<file path="config.mk">
export PLATFORM = sky130hd
export DESIGN_NAME = uart_rx_buffered
export DESIGN_NICKNAME = d
export VERILOG_FILES = /design/src/rtl/uart_rx_pkg.sv /design/src/rtl/uart_rx_buffered_fifo.sv /design/src/rtl/uart_rx_buffered.sv
export SDC_FILE = /design/constraint.sdc
export NUM_CORES = 1
export LEC_CHECK = 0
export ABC_AREA = 1
export CAP_MARGIN = 20
export CORE_ASPECT_RATIO = 1.4
export CORE_UTILIZATION = 60
export DETAILED_ROUTE_END_ITERATION = 16
export GPL_TIMING_DRIVEN = 0
export PLACE_DENSITY = 0.8
export SYNTH_ARGS = -nofsm -noshare
export SYNTH_HDL_FRONTEND = slang
export SYNTH_HIERARCHICAL = 1
export SYNTH_SLANG_ARGS = --single-unit
</file>
<file path="constraint.sdc">
create_clock -name clk -period 3.2 [get_ports clk]
set_clock_uncertainty 0.05 [all_clocks]
set_input_delay 0.48 -clock clk [delete_from_list [all_inputs] [get_ports clk]]
set_output_delay 0.48 -clock clk [all_outputs]
set_load 0.01 [all_outputs]
</file>
<file path="src/rtl/uart_rx_pkg.sv">
// Shared state encoding and parameter legality helpers for the buffered UART receiver.
package uart_rx_pkg;

    typedef enum logic [2:0] {
        ST_IDLE   = 3'd0,
        ST_START  = 3'd1,
        ST_DATA   = 3'd2,
        ST_PARITY = 3'd3,
        ST_STOP   = 3'd4,
        ST_BREAK  = 3'd5
    } rx_state_e;

    function automatic bit data_bits_ok(input int n);
        return (n >= 5) && (n <= 8);
    endfunction

    function automatic bit stop_bits_ok(input int n);
        return (n == 1) || (n == 2);
    endfunction

    function automatic bit parity_cfg_ok(input int en, input int odd);
        return (en inside {0, 1}) && (odd inside {0, 1});
    endfunction

    function automatic bit fifo_depth_ok(input int d);
        return (d >= 2) && ((d & (d - 1)) == 0);
    endfunction

endpackage

</file>
<file path="src/rtl/uart_rx_buffered_fifo.sv">
// Receive FIFO: register array with wrap-around pointers one bit wider than the index.
module uart_rx_fifo #(
    parameter int WIDTH = 8,
    parameter int DEPTH = 8
) (
    input  logic                     clk,
    input  logic                     rst,
    input  logic                     push_i,
    input  logic [WIDTH-1:0]         wdata_i,
    input  logic                     pop_i,
    output logic [WIDTH-1:0]         rdata_o,
    output logic                     full_o,
    output logic                     empty_o,
    output logic [$clog2(DEPTH):0]   level_o
);
    localparam int AW = $clog2(DEPTH);

    logic [WIDTH-1:0] r_mem [DEPTH];
    logic [AW:0]      r_wr;
    logic [AW:0]      r_rd;
    logic             w_do_push;
    logic             w_do_pop;

    assign empty_o   = (r_wr == r_rd);
    assign full_o    = (r_wr[AW] != r_rd[AW]) && (r_wr[AW-1:0] == r_rd[AW-1:0]);
    assign w_do_pop  = pop_i & ~empty_o;
    // A pop in the same cycle frees a slot, so a full FIFO still accepts the push.
    assign w_do_push = push_i & (~full_o | w_do_pop);

    always_ff @(posedge clk) begin
        if (w_do_push) begin
            r_mem[r_wr[AW-1:0]] <= wdata_i;
        end
    end

    always_ff @(posedge clk or posedge rst) begin
        if (rst) begin
            r_wr <= '0;
            r_rd <= '0;
        end else begin
            if (w_do_push) r_wr <= r_wr + (AW+1)'(1);
            if (w_do_pop)  r_rd <= r_rd + (AW+1)'(1);
        end
    end

    assign rdata_o = empty_o ? '0 : r_mem[r_rd[AW-1:0]];
    assign level_o = r_wr - r_rd;

endmodule

</file>
<file path="src/rtl/uart_rx_buffered.sv">
// UART receiver with runtime baud divisor, optional parity, 1/2 stop bits,
// start-bit glitch rejection, sticky error flags and a receive FIFO.
module uart_rx_buffered
    import uart_rx_pkg::*;
#(
    parameter int DIV_WIDTH  = 16,
    parameter int DATA_BITS  = 8,
    parameter int PARITY_EN  = 0,
    parameter int PARITY_ODD = 0,
    parameter int STOP_BITS  = 1,
    parameter int FIFO_DEPTH = 8
) (
    input  logic                          clk,
    input  logic                          rst,
    input  logic                          rx_en_i,
    input  logic [DIV_WIDTH-1:0]          cfg_div_i,
    input  logic                          rx_i,
    output logic [DATA_BITS-1:0]          rdata_o,
    output logic                          rvalid_o,
    input  logic                          rready_i,
    output logic [$clog2(FIFO_DEPTH):0]   level_o,
    output logic                          overrun_o,
    output logic                          parity_err_o,
    output logic                          frame_err_o,
    input  logic                          err_clr_i
);
    localparam int BW = $clog2(DATA_BITS + 1);
    localparam logic [BW-1:0] LAST_DATA = BW'(DATA_BITS - 1);
    localparam logic [BW-1:0] LAST_STOP = BW'(STOP_BITS - 1);

    if (!data_bits_ok(DATA_BITS)) begin : g_bad_data
        $error("uart_rx_buffered: DATA_BITS must be 5..8");
    end
    if (!stop_bits_ok(STOP_BITS)) begin : g_bad_stop
        $error("uart_rx_buffered: STOP_BITS must be 1 or 2");
    end
    if (!parity_cfg_ok(PARITY_EN, PARITY_ODD)) begin : g_bad_par
        $error("uart_rx_buffered: PARITY_EN/PARITY_ODD must be 0 or 1");
    end
    if (!fifo_depth_ok(FIFO_DEPTH)) begin : g_bad_fifo
        $error("uart_rx_buffered: FIFO_DEPTH must be a power of 2, >= 2");
    end

    rx_state_e               r_state;
    logic                    r_rx_meta;
    logic                    r_rxs;
    logic                    r_rxs_d;
    logic [DIV_WIDTH-1:0]    r_timer;
    logic [DIV_WIDTH-1:0]    r_div;
    logic [BW-1:0]           r_bit_cnt;
    logic [DATA_BITS-1:0]    r_shift;
    logic                    r_perr;

    logic                    w_fall;
    logic                    w_expire;
    logic [DIV_WIDTH-1:0]    w_half;
    logic                    w_stop_ok;
    logic                    w_frame_set;
    logic                    w_perr_set;
    logic                    w_push;
    logic                    w_pop;
    logic                    w_full;
    logic                    w_empty;
    logic                    w_ovr_set;

    always_ff @(posedge clk or posedge rst) begin
        if (rst) begin
            r_rx_meta <= 1'b1;
            r_rxs     <= 1'b1;
            r_rxs_d   <= 1'b1;
        end else begin
            r_rx_meta <= rx_i;
            r_rxs     <= r_rx_meta;
            r_rxs_d   <= r_rxs;
        end
    end

    assign w_fall   = r_rxs_d & ~r_rxs;
    assign w_expire = (r_timer == '0);
    // (cfg_div_i+1)>>1 without widening past DIV_WIDTH
    assign w_half   = (cfg_div_i >> 1) + DIV_WIDTH'(cfg_div_i[0]);

    always_ff @(posedge clk or posedge rst) begin
        if (rst) begin
            r_state   <= ST_IDLE;
            r_timer   <= '0;
            r_div     <= '0;
            r_bit_cnt <= '0;
            r_shift   <= '0;
            r_perr    <= 1'b0;
        end else if (!rx_en_i) begin
            r_state <= ST_IDLE;
        end else begin
            case (r_state)
                ST_IDLE: begin
                    if (w_fall) begin
                        r_state <= ST_START;
                        r_div   <= cfg_div_i;
                        r_timer <= w_half;
                    end
                end
                ST_START: begin
                    if (w_expire) begin
                        r_timer   <= r_div;
                        r_bit_cnt <= '0;
                        r_perr    <= 1'b0;
                        r_state   <= r_rxs ? ST_IDLE : ST_DATA;
                    end else begin
                        r_timer <= r_timer - DIV_WIDTH'(1);
                    end
                end
                ST_DATA: begin
                    if (w_expire) begin
                        r_timer <= r_div;
                        r_shift <= {r_rxs, r_shift[DATA_BITS-1:1]};
                        if (r_bit_cnt == LAST_DATA) begin
                            r_bit_cnt <= '0;
                            r_state   <= (PARITY_EN != 0) ? ST_PARITY : ST_STOP;
                        end else begin
                            r_bit_cnt <= r_bit_cnt + BW'(1);
                        end
                    end else begin
                        r_timer <= r_timer - DIV_WIDTH'(1);
                    end
                end
                ST_PARITY: begin
                    if (w_expire) begin
                        r_timer <= r_div;
                        r_perr  <= ((^r_shift) ^ r_rxs) != 1'(PARITY_ODD);
                        r_state <= ST_STOP;
                    end else begin
                        r_timer <= r_timer - DIV_WIDTH'(1);
                    end
                end
                ST_STOP: begin
                    if (w_expire) begin
                        r_timer <= r_div;
                        if (!r_rxs) begin
                            r_state <= ST_BREAK;
                        end else if (r_bit_cnt == LAST_STOP) begin
                            r_state <= ST_IDLE;
                        end else begin
                            r_bit_cnt <= r_bit_cnt + BW'(1);
                        end
                    end else begin
                        r_timer <= r_timer - DIV_WIDTH'(1);
                    end
                end
                ST_BREAK: begin
                    // Line may stay low for a long break; only one frame error per event.
                    if (r_rxs) r_state <= ST_IDLE;
                end
                default: r_state <= ST_IDLE;
            endcase
        end
    end

    assign w_stop_ok   = rx_en_i & (r_state == ST_STOP) & w_expire & r_rxs & (r_bit_cnt == LAST_STOP);
    assign w_frame_set = rx_en_i & (r_state == ST_STOP) & w_expire & ~r_rxs;
    assign w_perr_set  = w_stop_ok & r_perr;
    assign w_push      = w_stop_ok & ~r_perr;
    assign w_pop       = rvalid_o & rready_i;
    assign w_ovr_set   = w_push & w_full & ~w_pop;

    uart_rx_fifo #(
        .WIDTH (DATA_BITS),
        .DEPTH (FIFO_DEPTH)
    ) u_fifo (
        .clk     (clk),
        .rst     (rst),
        .push_i  (w_push),
        .wdata_i (r_shift),
        .pop_i   (w_pop),
        .rdata_o (rdata_o),
        .full_o  (w_full),
        .empty_o (w_empty),
        .level_o (level_o)
    );

    assign rvalid_o = ~w_empty;

    always_ff @(posedge clk or posedge rst) begin
        if (rst) begin
            overrun_o    <= 1'b0;
            parity_err_o <= 1'b0;
            frame_err_o  <= 1'b0;
        end else begin
            if (w_ovr_set)       overrun_o <= 1'b1;
            else if (err_clr_i)  overrun_o <= 1'b0;
            if (w_perr_set)      parity_err_o <= 1'b1;
            else if (err_clr_i)  parity_err_o <= 1'b0;
            if (w_frame_set)     frame_err_o <= 1'b1;
            else if (err_clr_i)  frame_err_o <= 1'b0;
        end
    end

endmodule

</file>
* Word-level counts from Yosys, hierarchy flattened *
Memories as Yosys holds them, arrays and structs flattened.
Index checks and enable logic that the tools add are counted.

cells by class
  $add $sub $neg = 6
  eq/ne operators = 24
  multiplexer cells = 32
  bitwise gates (word level) = 20
  reductions and logical operators = 18

operator list
  kind                   number
  $mux 16                2
  $pmux 16 s2            1
  $mux 3                 10
  $mux 4                 6
  $ne 3x3->1 const B     7
  $pmux 3 s6             1
  $add 15x1->16          1
  $logic_not 16->1       1
  $sub 16x1->16 const B  1
  $ne 2x2->1 const B     7
  $and 1x1->1            13
  $add 4x1->4 const B    3
  $pmux 4 s3             1
  $reduce_bool 2->1      5
  $reduce_and 3->1       3
  $mux 1                 8
  $mux 8                 1
  $reduce_and 8->1       1
  $reduce_xor 8->1       1
  $reduce_and 7->1       1
  $eq 3x2->1 const B     2
  $eq 3x3->1 const B     2
  $not 1->1              5
  $eq 4x3->1 const B     1
  other kinds (16)       16

word-level totals
  flip-flop bits (word level) = 62
  RAM bits = 64
  input bits = 22
  output and inout bits = 16
  word-level logic and storage cells = 115
  memories kept = 1

memory list
  name          words  width  read ports  clocked after memory_dff  write ports  RTL line                     source
  u_fifo.r_mem  8      8      1           0                         1            uart_rx_buffered_fifo.sv:18  logic [WIDTH-1:0] r_mem [DEPTH];

* Logic depth before layout (Yosys ltp) *
Gate-level depths: netlist (run 1).

  depth in word-level cells = 9
  mapped depth = 12
  gate-level depth less buffers = 11

* Modules after synthesis *
Netlist (run 1), hierarchy kept.

by module, submodules not included
  module            instances  cells an instance  area an instance (um2)  seq. area each (um2)
  uart_rx_buffered  1          533                3,627.2                 1,355.0
  uart_rx_fifo      1          369                3,487.1                 2,122.0

* Worst setup path before layout (run 1) *
No wires, ideal clock.

  path type = register -> register
  start point = register u_fifo.r_rd[2]
  end point = memory u_fifo.r_mem[2][0] (enable)
  setup time = 0.370 ns
  data arrival time = 2.260 ns
  required time = 2.780 ns
  path slack = 0.519 ns
  stages on the path, launching flop included = 12
  buffers on the path = 2
  period minus slack after synthesis = 2.681 ns
  cell sequence = dfrtp_1 > buf_2 > buf_2 > inv_1 > ha_1 > nand3_2 > nor2_4 > nor2_1 > inv_1 > nand3b_4 > nand3_1 > nor2_1

between the ends
  word-level cells in the longest chain between the ends = 8
  elaborated cells between the ends (all ways) = 11
  those cells by class = eq/ne (2); mux (2); bitwise (6); reduce/logical (1)

RTL lines
  item                          RTL line                     source
  start, declared               uart_rx_buffered_fifo.sv:20  logic [AW:0] r_rd;
  start signal, assigned        uart_rx_buffered_fifo.sv:42  if (w_do_pop) r_rd <= r_rd + (AW+1)'(1);
  $eq 4x4->1                    uart_rx_buffered_fifo.sv:24  assign empty_o = (r_wr == r_rd);
  named net w_empty             uart_rx_buffered.sv:63       logic w_empty;
  $not 1->1                     uart_rx_buffered.sv:180      assign rvalid_o = ~w_empty;
  $and 1x1->1                   uart_rx_buffered.sv:162      assign w_pop = rvalid_o & rready_i;
  named net w_pop               uart_rx_buffered.sv:61       logic w_pop;
  $and 1x1->1                   uart_rx_buffered_fifo.sv:26  assign w_do_pop = pop_i & ~empty_o;
  $or 1x1->1                    uart_rx_buffered_fifo.sv:28  assign w_do_push = push_i & (~full_o | w_do_pop);
  $and 1x1->1                   uart_rx_buffered_fifo.sv:28
  $mux 1                        uart_rx_buffered_fifo.sv:31  if (w_do_push) begin
  $mux 1 (not written as such)  uart_rx_buffered_fifo.sv:32  r_mem[r_wr[AW-1:0]] <= wdata_i;
  end, declared                 uart_rx_buffered_fifo.sv:18

The timed path passes the listed nets, and every way through them passes these cells.

* Final worst setup path (run 1) *
  start point = register u_fifo.r_rd[1]
  end point = output port rdata_o[0]

between the ends
  word-level cells in the longest chain between the ends = 2
  elaborated cells between the ends (all ways) = 3
  those cells by class = eq/ne (1); mux (1); memory (1)

RTL lines
  item               RTL line                     source
  $eq 4x4->1         uart_rx_buffered_fifo.sv:24
  named net w_empty  uart_rx_buffered.sv:63
  $mux 8             uart_rx_buffered_fifo.sv:46  assign rdata_o = empty_o ? '0 : r_mem[r_rd[AW-1:0]];
  end, declared      uart_rx_buffered.sv:18       output logic [DATA_BITS-1:0] rdata_o,

The timed path passes the listed nets, and every way through them passes these cells.

==> flow_metrics.tcl, run 1 <==
set metrics [dict create \
    status "finished, final reports clean" \
    slew-limit-headroom 0.663 \
    antenna_found_initial 0 \
    die_h_um 131 \
    seq_area_frac_synth 0.489 \
    ys.flop_type "edfxtp_1" \
    synth-edff-count 64 \
    period_minus_slack_ns 3.03 \
    ios 38 \
    initial_utilization 0.621 \
    synth_compound_area_frac 0.0464 \
    multi_input_area_um2 2930 \
    synth_top_area_frac 0.270 \
    synthTopCellsByArea "edfxtp_1 (27%), dfrtp_1 (21%), nand2_1 (15%), inv_1 (7.1%), nand3_1 (7.0%)" \
    gr-total-overflow 0 \
    grt_first_pass_wirelength_um 26500 \
    finalSetupViolations 0 \
    avgSynthCellArea_um2 7.89 \
    clockBufferDepth 2 \
    p_leak_nw 4.04 \
    yosysWarnings 6 \
    synthAdderAreaFrac 0.0222 \
    slowest_stage "clkdlybuf4s50_1" \
    peakVddDrop_mv 0.437 \
    endpoint "rdata_o[0]" \
    drt_iter0_markers 331 \
    reg2reg_slack_ns 0.31 \
    cts_buffers 17 \
    vias 5859 \
    postRouteAntennaNets 0 \
    ys_types 38 \
    seq_area_um2 3480 \
    syn-num-nets 936 \
    syn_area_um2 7110 \
    synthMuxAreaShare 0.00633 \
    fin_total_pwr_mw 5.25 \
    core_um2 11500 \
    nFillCells 841 \
    routedWlPerCell_um 14.4 \
    grt_max_degree 36 \
    clkTransAtPathRegs_ns 0.06 \
    synth_cells 902 \
    powerDensity_nw_per_um2 633 \
    hold_violations 0 \
    async_flop_share 0.492 \
    h-tree-depth 4 \
    yosys.area.top_type "edfxtp_1" \
    synth_simple_gate_area_frac 0.314 \
    crit_path_start_kind "register" \
    yosys.cell_count.top_type "nand2_1" \
    post-place-ws_ns -0.141 \
    synth_top_family_by_area "simple AND/OR/NAND/NOR gates" \
    first_global_vias 5675 \
    stdcell_count 1116 \
    setup_ws_ns 0.167 \
    nets 993 \
    reg2regPathDepth 11 \
    avgViaCountPerCell 5.25 \
    r2r-start "u_fifo/r_rd[1]" \
    rows 46 \
    diodes 0 \
    r2r_end "u_fifo/r_mem[2][2]" \
    cts.sinks 126 \
    cts_root_buf "clkbuf_16" \
    portBuffers 37 \
    first_pass_iters 5 \
    synth-seq-cells 126 \
    crit_chain "buf_6, inv_4, buf_6, ha_1, nand3_2, nor2_4, inv_4, nand2_1, nor2_1, clkdlybuf4s50_1" \
    grtUsageTotal 0.287 \
    drc_errors 0 \
    cap_violations 0 \
    die_x_um 94.0 \
    worst-path-stages 10 \
    crit_fanout 10 \
    max_freq_mhz 330 \
    worst_pin_slew_ns 0.504 \
    netlist_top_cells_count "nand2_1 (281), inv_1 (134), nand3_1 (100), nor2_1 (97), edfxtp_1 (64)" \
    areaGrowthSynthToFinish_pct 16.6 \
    crit_path_end_kind "output pin" \
    max_stage_delay_ns 0.54 \
    hold_path_class "register to register" \
    drive_gt1_frac 0.116 \
    critPathLaunch "u_fifo/r_rd[1]" \
    path_buf_inv 5 \
    dp_cells 1084 \
    gp_congestion 0.872 \
    crit_type "register to output pin" \
    rsz0062_at_grt "false" \
    wirelength_um 16100 \
    cp_top_family "buffers and inverters" \
    cts_tree "built" \
    fp.dieArea_um2 12300 \
    required_ns 2.67 \
    final.period_utilization 0.948 \
    clk_latency_ns 0.42 \
    arrival_ns 2.50 \
    place.detailed.hpwl_um 11800 \
    maxSlewViolCount 0 \
    synth_xor_area_frac 0.0197 \
]
[cell type report]
| cell class | count | share of cell area |
|---|---|---|
| clock buffers | 17 | 0.0513 |
| repair buffers | 39 | 0.0486 |
| clock inverters | 15 | 0.0180 |
| flip-flops and latches | 126 | 0.419 |
| inverters | 143 | 0.0656 |
| multi-input cells | 608 | 0.353 |
| well taps | 144 | 0.0217 |
| plain buffers | 24 | 0.0223 |
[cells by family after synthesis]
group | after synthesis
buf+inv | 168
xor+xnor | 16
flops | 126
fa+ha+maj | 12
mux | 4
compound gates | 62
simple gates | 514
[per-stage QoR]
stage          instance area, µm²  hold WS [ns]  TNS, ns   util
6_report                     8290         0.304        0  0.724
3_3_place_gp                 7660         0.296    -2.74  0.669
4_1_cts                      8260         0.304   -0.828  0.721
5_1_grt                      8290         0.310        0  0.724
3_5_place_dp                 7680         0.297    -5.06  0.671
2_1_floorplan                7110         0.246        0      -
[power by group]
part / leakage, nW / internal [mW] / switching, mW
Sequential: 1.44 / 1.91 / 0.189
Combinational: 2.33 / 0.473 / 0.808
Clock: 0.278 / 1.09 / 0.775
[cell usage in the layout, fill, tap and decap left out, types with 3 or more instances in the layout]
cell type,instances
a21oi_1,18
buf_2,10
buf_4,7
buf_6,8
clkbuf_16,17
clkdlybuf4s50_1,35
clkinv_4,3
dfrtp_1,59
dfstp_2,3
edfxtp_1,64
ha_1,11
inv_1,133
inv_2,7
inv_4,3
inv_6,7
mux2_2,4
nand2_1,281
nand2_2,3
nand2_4,6
nand3_1,100
nand3b_1,3
nand4_1,4
nor2_1,88
nor2_2,17
nor2_4,4
o21ai_0,31
o21ai_1,5
or2_2,3
xnor2_1,5
xor2_1,11
[worst register-to-register path: stages (launching register included)]
cell and delay, ns:
dfrtp_1 0.41, buf_6 0.16, inv_4 0.11, buf_6 0.16, ha_1 0.26, nand3_2 0.11
nor2_4 0.07, nor2_1 0.31, inv_1 0.15, nand3b_4 0.14, nand3_1 0.18, nor2_2 0.43
[layer usage]
metal | share of wire | global-route usage | vias up | wire length [µm]
li1 | - | - | 2951 | -
met1 | 0.39 | 0.318 | 2677 | 6290
met5 | 0 | 0 | - | 0
met2 | 0.53 | 0.527 | 187 | 8600
met4 | 0.033 | 0.128 | 0 | 526
met3 | 0.042 | 0.0579 | 44 | 676
[repair_timing]
| action | in CTS | in global routing |
|---|---|---|
| hold buffers | 0 | 0 |
| gates resized for setup | 1 | 12 |
| endpoints found under the setup margin | 73 | 72 |
| setup buffers | 0 | 1 |
[sequential cells by signal, summed over array words and instances, names as in the netlist, 3 cells and up]
name and cells:
r_timer 16, u_fifo/r_wr 4, u_fifo/r_mem 64, r_shift 8, r_state 3, u_fifo/r_rd 4
r_div 16, r_bit_cnt 4
[worst min-delay path by stage]
stage	start	end	depth (start not counted)
CTS	r_rx_meta	r_rxs	0
floorplan	rst	u_fifo/r_rd[0]	1
global placement	r_rx_meta	r_rxs	0
detailed placement	r_rx_meta	r_rxs	0
finish	r_rx_meta	r_rxs	0
global route	r_rx_meta	r_rxs	0
Power figures use the tool's default switching activity.
==> inputs of run 2 (changes only) <==
--- a/config.mk
+++ b/config.mk
@@ -8,6 +8,7 @@
 export ABC_AREA = 1
 export CAP_MARGIN = 20
 export CORE_ASPECT_RATIO = 1.4
+export CORE_MARGIN = 5
 export CORE_UTILIZATION = 60
 export DETAILED_ROUTE_END_ITERATION = 16
 export GPL_TIMING_DRIVEN = 0
==> flow_metrics.tcl, run 2 (synthesized netlist as in run 1, its figures left out) <==
set metrics [dict create \
    gp_congestion 0.936 \
    avgViaCountPerCell 5.28 \
    reg2regPathDepth 10 \
    required_ns 2.67 \
    p_seq_frac 0.394 \
    hold_violations 0 \
    finalSetupViolations 0 \
    max_stage_delay_ns 0.55 \
    setup_ws_ns 0.114 \
    fin_util 0.711 \
    p_sw_frac 0.334 \
    p_int_mw 3.56 \
    crit_path_end_kind "output pin" \
    die_x_um 102 \
    gr-total-overflow 0 \
    peakVddDrop_mv 0.472 \
    nets 993 \
    p_clk_frac 0.365 \
    ios 38 \
    layout_commonest_cell "nand2_1" \
    grtUsageTotal 0.244 \
    powerDensity_nw_per_um2 641 \
    combinationalPowerShare 0.241 \
    initial_utilization 0.608 \
    whs_ns 0.305 \
    cts_root_buf "clkbuf_16" \
    endpoint "rdata_o[6]" \
    stdcell_area_um2 8320 \
    cap_violations 0 \
    r2r-start "r_timer[0]" \
    arrival_ns 2.56 \
    first_pass_iters 5 \
    crit_type "register to output pin" \
    grt_first_pass_wirelength_um 26900 \
    path_buf_inv 5 \
    fp.dieArea_um2 14200 \
    largest_reg_flops 64 \
    reg2reg_slack_ns 0.21 \
    first_global_vias 5701 \
    slew-limit-headroom 0.503 \
    grt_max_degree 31 \
    layout_common_cells "nand2_1 (281), inv_1 (133), nand3_1 (100)" \
    portBuffers 37 \
    post-place-ws_ns -0.0874 \
    crit_chain "buf_6, inv_4, buf_6, ha_1, nand3_2, nor2_4, inv_4, nand2_1, nor2_1, clkdlybuf4s50_1" \
    worst_pin_slew_ns 0.743 \
    h-tree-depth 4 \
    p_leak_nw 4.05 \
    routedWlPerCell_um 14.6 \
    hold_start "r_rx_meta" \
    cp_top_family "buffers and inverters" \
    crit_fanout 10 \
    cts_buffers 17 \
    wirelength_um 16300 \
    rsz0062_at_grt "false" \
    clk_latency_ns 0.42 \
    maxSlewViolCount 0 \
    cts.sinks 126 \
    drive_gt1_frac 0.114 \
    worst-path-stages 10 \
    postRouteAntennaNets 0 \
    drc_errors 0 \
    r2r_end "u_fifo/r_mem[7][6]" \
    areaGrowthSynthToFinish_pct 17.0 \
    core_um2 11700 \
    cts_tree "built" \
    drt_iter0_markers 357 \
    clockBufferDepth 2 \
    max_freq_mhz 324 \
    final.period_utilization 0.964 \
    status "finished, final reports clean" \
    slowest_stage "clkdlybuf4s50_1" \
    placed_cell_area_um2 7690 \
    clkTransAtPathRegs_ns 0.06 \
    antenna_found_initial 0 \
    period_minus_slack_ns 3.09 \
    hold_path_class "register to register" \
    rows 47 \
    diodes 0 \
    place.detailed.hpwl_um 11600 \
    crit_path_start_kind "register" \
    p_switching_mw 1.78 \
    vias 5903 \
    die_h_um 139 \
    critPathLaunch "u_fifo/r_rd[1]" \
]
## run 2: cell count changes in the layout (fill, tap and decap cells not counted), sizes merged
cell / delta
inv: -1
bufinv: +1
## run 2: layout make-up
| class | instances | area (µm²) |
|---|---|---|
| plain buffers | 24 | 185 |
| multi-input cells | 608 | 2930 |
| inverters | 143 | 544 |
| flip-flops and latches | 126 | 3480 |
| repair buffers | 39 | 403 |
| fillers | 909 | 3380 |
| clock inverters | 15 | 176 |
| well taps | 147 | 184 |
| clock buffers | 17 | 425 |
## run 2: timing repair
| item | 4_1_cts | 5_1_grt |
|---|---|---|
| gates resized for setup | 4 | 8 |
| pin swaps | 0 | 0 |
| buffers inserted | 0 | 1 |
| setup endpoints to repair | 41 | 65 |
| hold endpoints to repair | 0 | 0 |
| hold buffers | 0 | 0 |
## run 2: worst min-delay path by stage
stage                           to  slack [ns]  depth (start not counted)
global placement             r_rxs        0.30                          0
floorplan           u_fifo/r_rd[0]        0.25                          1
finish                       r_rxs        0.30                          0
detailed placement           r_rxs        0.30                          0
global route                 r_rxs        0.31                          0
CTS                          r_rxs        0.31                          0
## run 2: worst reg2reg max path, cell delays in order (launching register included)
cell	delay, ns
dfrtp_1	0.38
inv_1	0.14
ha_1	0.21
nand2_1	0.08
nor2_2	0.25
nand2_4	0.17
nor2_4	0.12
nand2_1	0.07
nor2_2	0.37
nand2_4	0.16
nor2_1	0.60
## run 2: layer usage
| metal | global-route usage | share of wire | up-vias |
|---|---|---|---|
| met5 | 0 | 0 | - |
| met4 | 0.137 | 0.050 | 0 |
| met3 | 0.0468 | 0.047 | 60 |
| met2 | 0.430 | 0.53 | 179 |
| met1 | 0.268 | 0.37 | 2719 |
| li1 | - | - | 2945 |
## run 2: through the flow
stage          TNS [ns]  total power, mW  cells
2_1_floorplan         0             3.05    902
3_3_place_gp      -1.24             3.33   1086
3_5_place_dp      -1.28             3.37   1087
4_1_cts               0             5.34   1118
5_1_grt               0             5.62   1119
6_report              0             5.34   1119
## run 2: power groups by stage
stage	clock network (mW)	logic (mW)	registers (mW)
2_1_floorplan	0	0.978	2.08
4_1_cts	1.97	1.27	2.10
5_1_grt	2.04	1.45	2.13
3_5_place_dp	0	1.25	2.12
6_report	1.95	1.29	2.10
3_3_place_gp	0	1.22	2.12
==> inputs of run 3 (changes only) <==
--- a/config.mk
+++ b/config.mk
@@ -7,12 +7,14 @@
 export LEC_CHECK = 0
 export ABC_AREA = 1
 export CAP_MARGIN = 20
-export CORE_ASPECT_RATIO = 1.4
+export CORE_ASPECT_RATIO = 1.75
 export CORE_MARGIN = 5
 export CORE_UTILIZATION = 60
 export DETAILED_ROUTE_END_ITERATION = 16
+export DONT_BUFFER_PORTS = 1
 export GPL_TIMING_DRIVEN = 0
-export PLACE_DENSITY = 0.8
+export HOLD_SLACK_MARGIN = 0.12
+export PLACE_DENSITY = 0.76
 export SYNTH_ARGS = -nofsm -noshare
 export SYNTH_HDL_FRONTEND = slang
 export SYNTH_HIERARCHICAL = 1
==> flow_metrics.tcl, run 3 (synthesized netlist as in run 1, its figures left out) <==
set metrics [dict create \
    cts.sinks 126 \
    wirelength_um 16400 \
    drive_gt1_frac 0.119 \
    clkTransAtPathRegs_ns 0.06 \
    crit_fanout 10 \
    max_freq_mhz 320 \
    nFillCells 960 \
    whs_ns 0.139 \
    drt_iter0_markers 352 \
    routedWlPerCell_um 15.3 \
    grtUsageTotal 0.248 \
    slew-limit-headroom 0.614 \
    gp_congestion 0.860 \
    post-place-ws_ns -0.118 \
    drc_errors 0 \
    fin_util 0.691 \
    cap_violations 0 \
    h-tree-depth 4 \
    clk_latency_ns 0.41 \
    arrival_ns 3.13 \
    postRouteAntennaNets 0 \
    areaGrowthSynthToFinish_pct 12.5 \
    portBuffers 0 \
    layout_common_cells "nand2_1 (281), inv_1 (133), nand3_1 (100)" \
    fp.dieArea_um2 14200 \
    critPathLaunch "u_fifo/r_rd[2]" \
    diodes 0 \
    peakVddDrop_mv 0.510 \
    rsz0062_at_grt "true" \
    grt_max_degree 42 \
    seq_area_um2 3480 \
    setup_ws_ns 0.0721 \
    layout_commonest_cell "nand2_1" \
    gr-total-overflow 0 \
    p_leak_nw 3.91 \
    finalSetupViolations 0 \
    hold_violations 0 \
    avgViaCountPerCell 5.34 \
    period_minus_slack_ns 3.13 \
    required_ns 3.20 \
    antenna_found_initial 0 \
    rows 52 \
    placed_cell_area_um2 7300 \
    initial_utilization 0.614 \
    core_um2 11600 \
    crit_path_end_kind "register" \
    ios 38 \
    nets 959 \
    die_h_um 154 \
    maxSlewViolCount 0 \
    crit_path_start_kind "register" \
    grt_first_pass_wirelength_um 27400 \
    clockBufferDepth 2 \
    fin_total_pwr_mw 5.39 \
    stdcell_area_um2 8010 \
    largest_reg_flops 64 \
    min_path_cells 2 \
    final.period_utilization 0.977 \
    reg2regPathDepth 11 \
    powerDensity_nw_per_um2 673 \
    place.detailed.hpwl_um 12300 \
    cts_buffers 17 \
    first_global_vias 5762 \
    status "finished, final reports clean" \
    cts_tree "built" \
    r2r-start "u_fifo/r_rd[2]" \
    first_pass_iters 5 \
    die_x_um 92.3 \
    worst_pin_slew_ns 0.576 \
    hold_start "cfg_div_i[12]" \
    multi_input_area_um2 2950 \
    vias 5729 \
    crit_type "register to register" \
    cts_root_buf "clkbuf_16" \
    hold_path_class "primary input to register" \
]
==> run 3: changes by cell type in the layout (fill, tap and decap cells not counted), sizes merged <==
| cell | before | now |
|---|---|---|
| bufinv | 2 | 4 |
| dlymetal6s2s | 2 | 0 |
| dlygate4sd3 | 0 | 3 |
| clkinvlp | 2 | 3 |
| clkinv | 4 | 2 |
| inv | 150 | 149 |
| clkdlybuf4s50 | 35 | 0 |
==> run 3: final timing paths <==
kind | to | slack, ns
min in group asynchronous | u_fifo/r_rd[3] | 0.45
min reg2reg | r_rxs | 0.30
max | u_fifo/r_mem[4][4] | 0.07
min | r_div[12] | 0.14
max in group asynchronous | r_rxs_d | 2.04
max reg2reg | u_fifo/r_mem[4][4] | 0.07
==> run 3: power breakdown <==
part           internal (mW)  total [mW]  switching [mW]
logic                  0.453        1.24           0.787
registers               1.91        2.10           0.186
clock network           1.32        2.05           0.732
==> run 3: critical path, cell delays in order (launching register included) <==
cell,delay [ns]
dfrtp_1,0.36
buf_2,0.24
buf_2,0.28
inv_1,0.08
ha_1,0.34
nand3_2,0.14
nor2_4,0.06
nor2_1,0.28
inv_1,0.14
nand3b_4,0.14
nand3_1,0.19
nor2_2,0.45
==> run 3: what timing repair did <==
| action | CTS | global route |
|---|---|---|
| gates cloned | 0 | 0 |
| gates resized for setup | 4 | 8 |
| endpoints found under the hold margin | 24 | 0 |
| hold buffers | 3 | 0 |
| setup endpoints to repair | 40 | 64 |
| setup buffers | 0 | 0 |
==> run 3: layer usage <==
metal  vias to the layer above  share of wire  global-route usage
li1                       2882              -                   -
met1                      2672           0.36               0.258
met2                       139           0.57               0.468
met3                        36          0.039              0.0489
met4                         0          0.031               0.112
met5                         -              0                   0
==> run 3: cell type report <==
class,instances,area share
plain buffers,25,0.0234
clock buffers,17,0.0531
clock inverters,15,0.0259
inverters,143,0.0677
multi-input cells,608,0.368
flip-flops and latches,126,0.434
well taps,135,0.0211
repair buffers,4,0.00625
==> run 3: per-stage QoR <==
step / instances / TNS [ns]
6_report: 1073 / 0
4_1_cts: 1073 / -1.72
5_1_grt: 1073 / -2.18
3_3_place_gp: 1037 / -1.98
3_5_place_dp: 1038 / -3.46
2_1_floorplan: 902 / 0
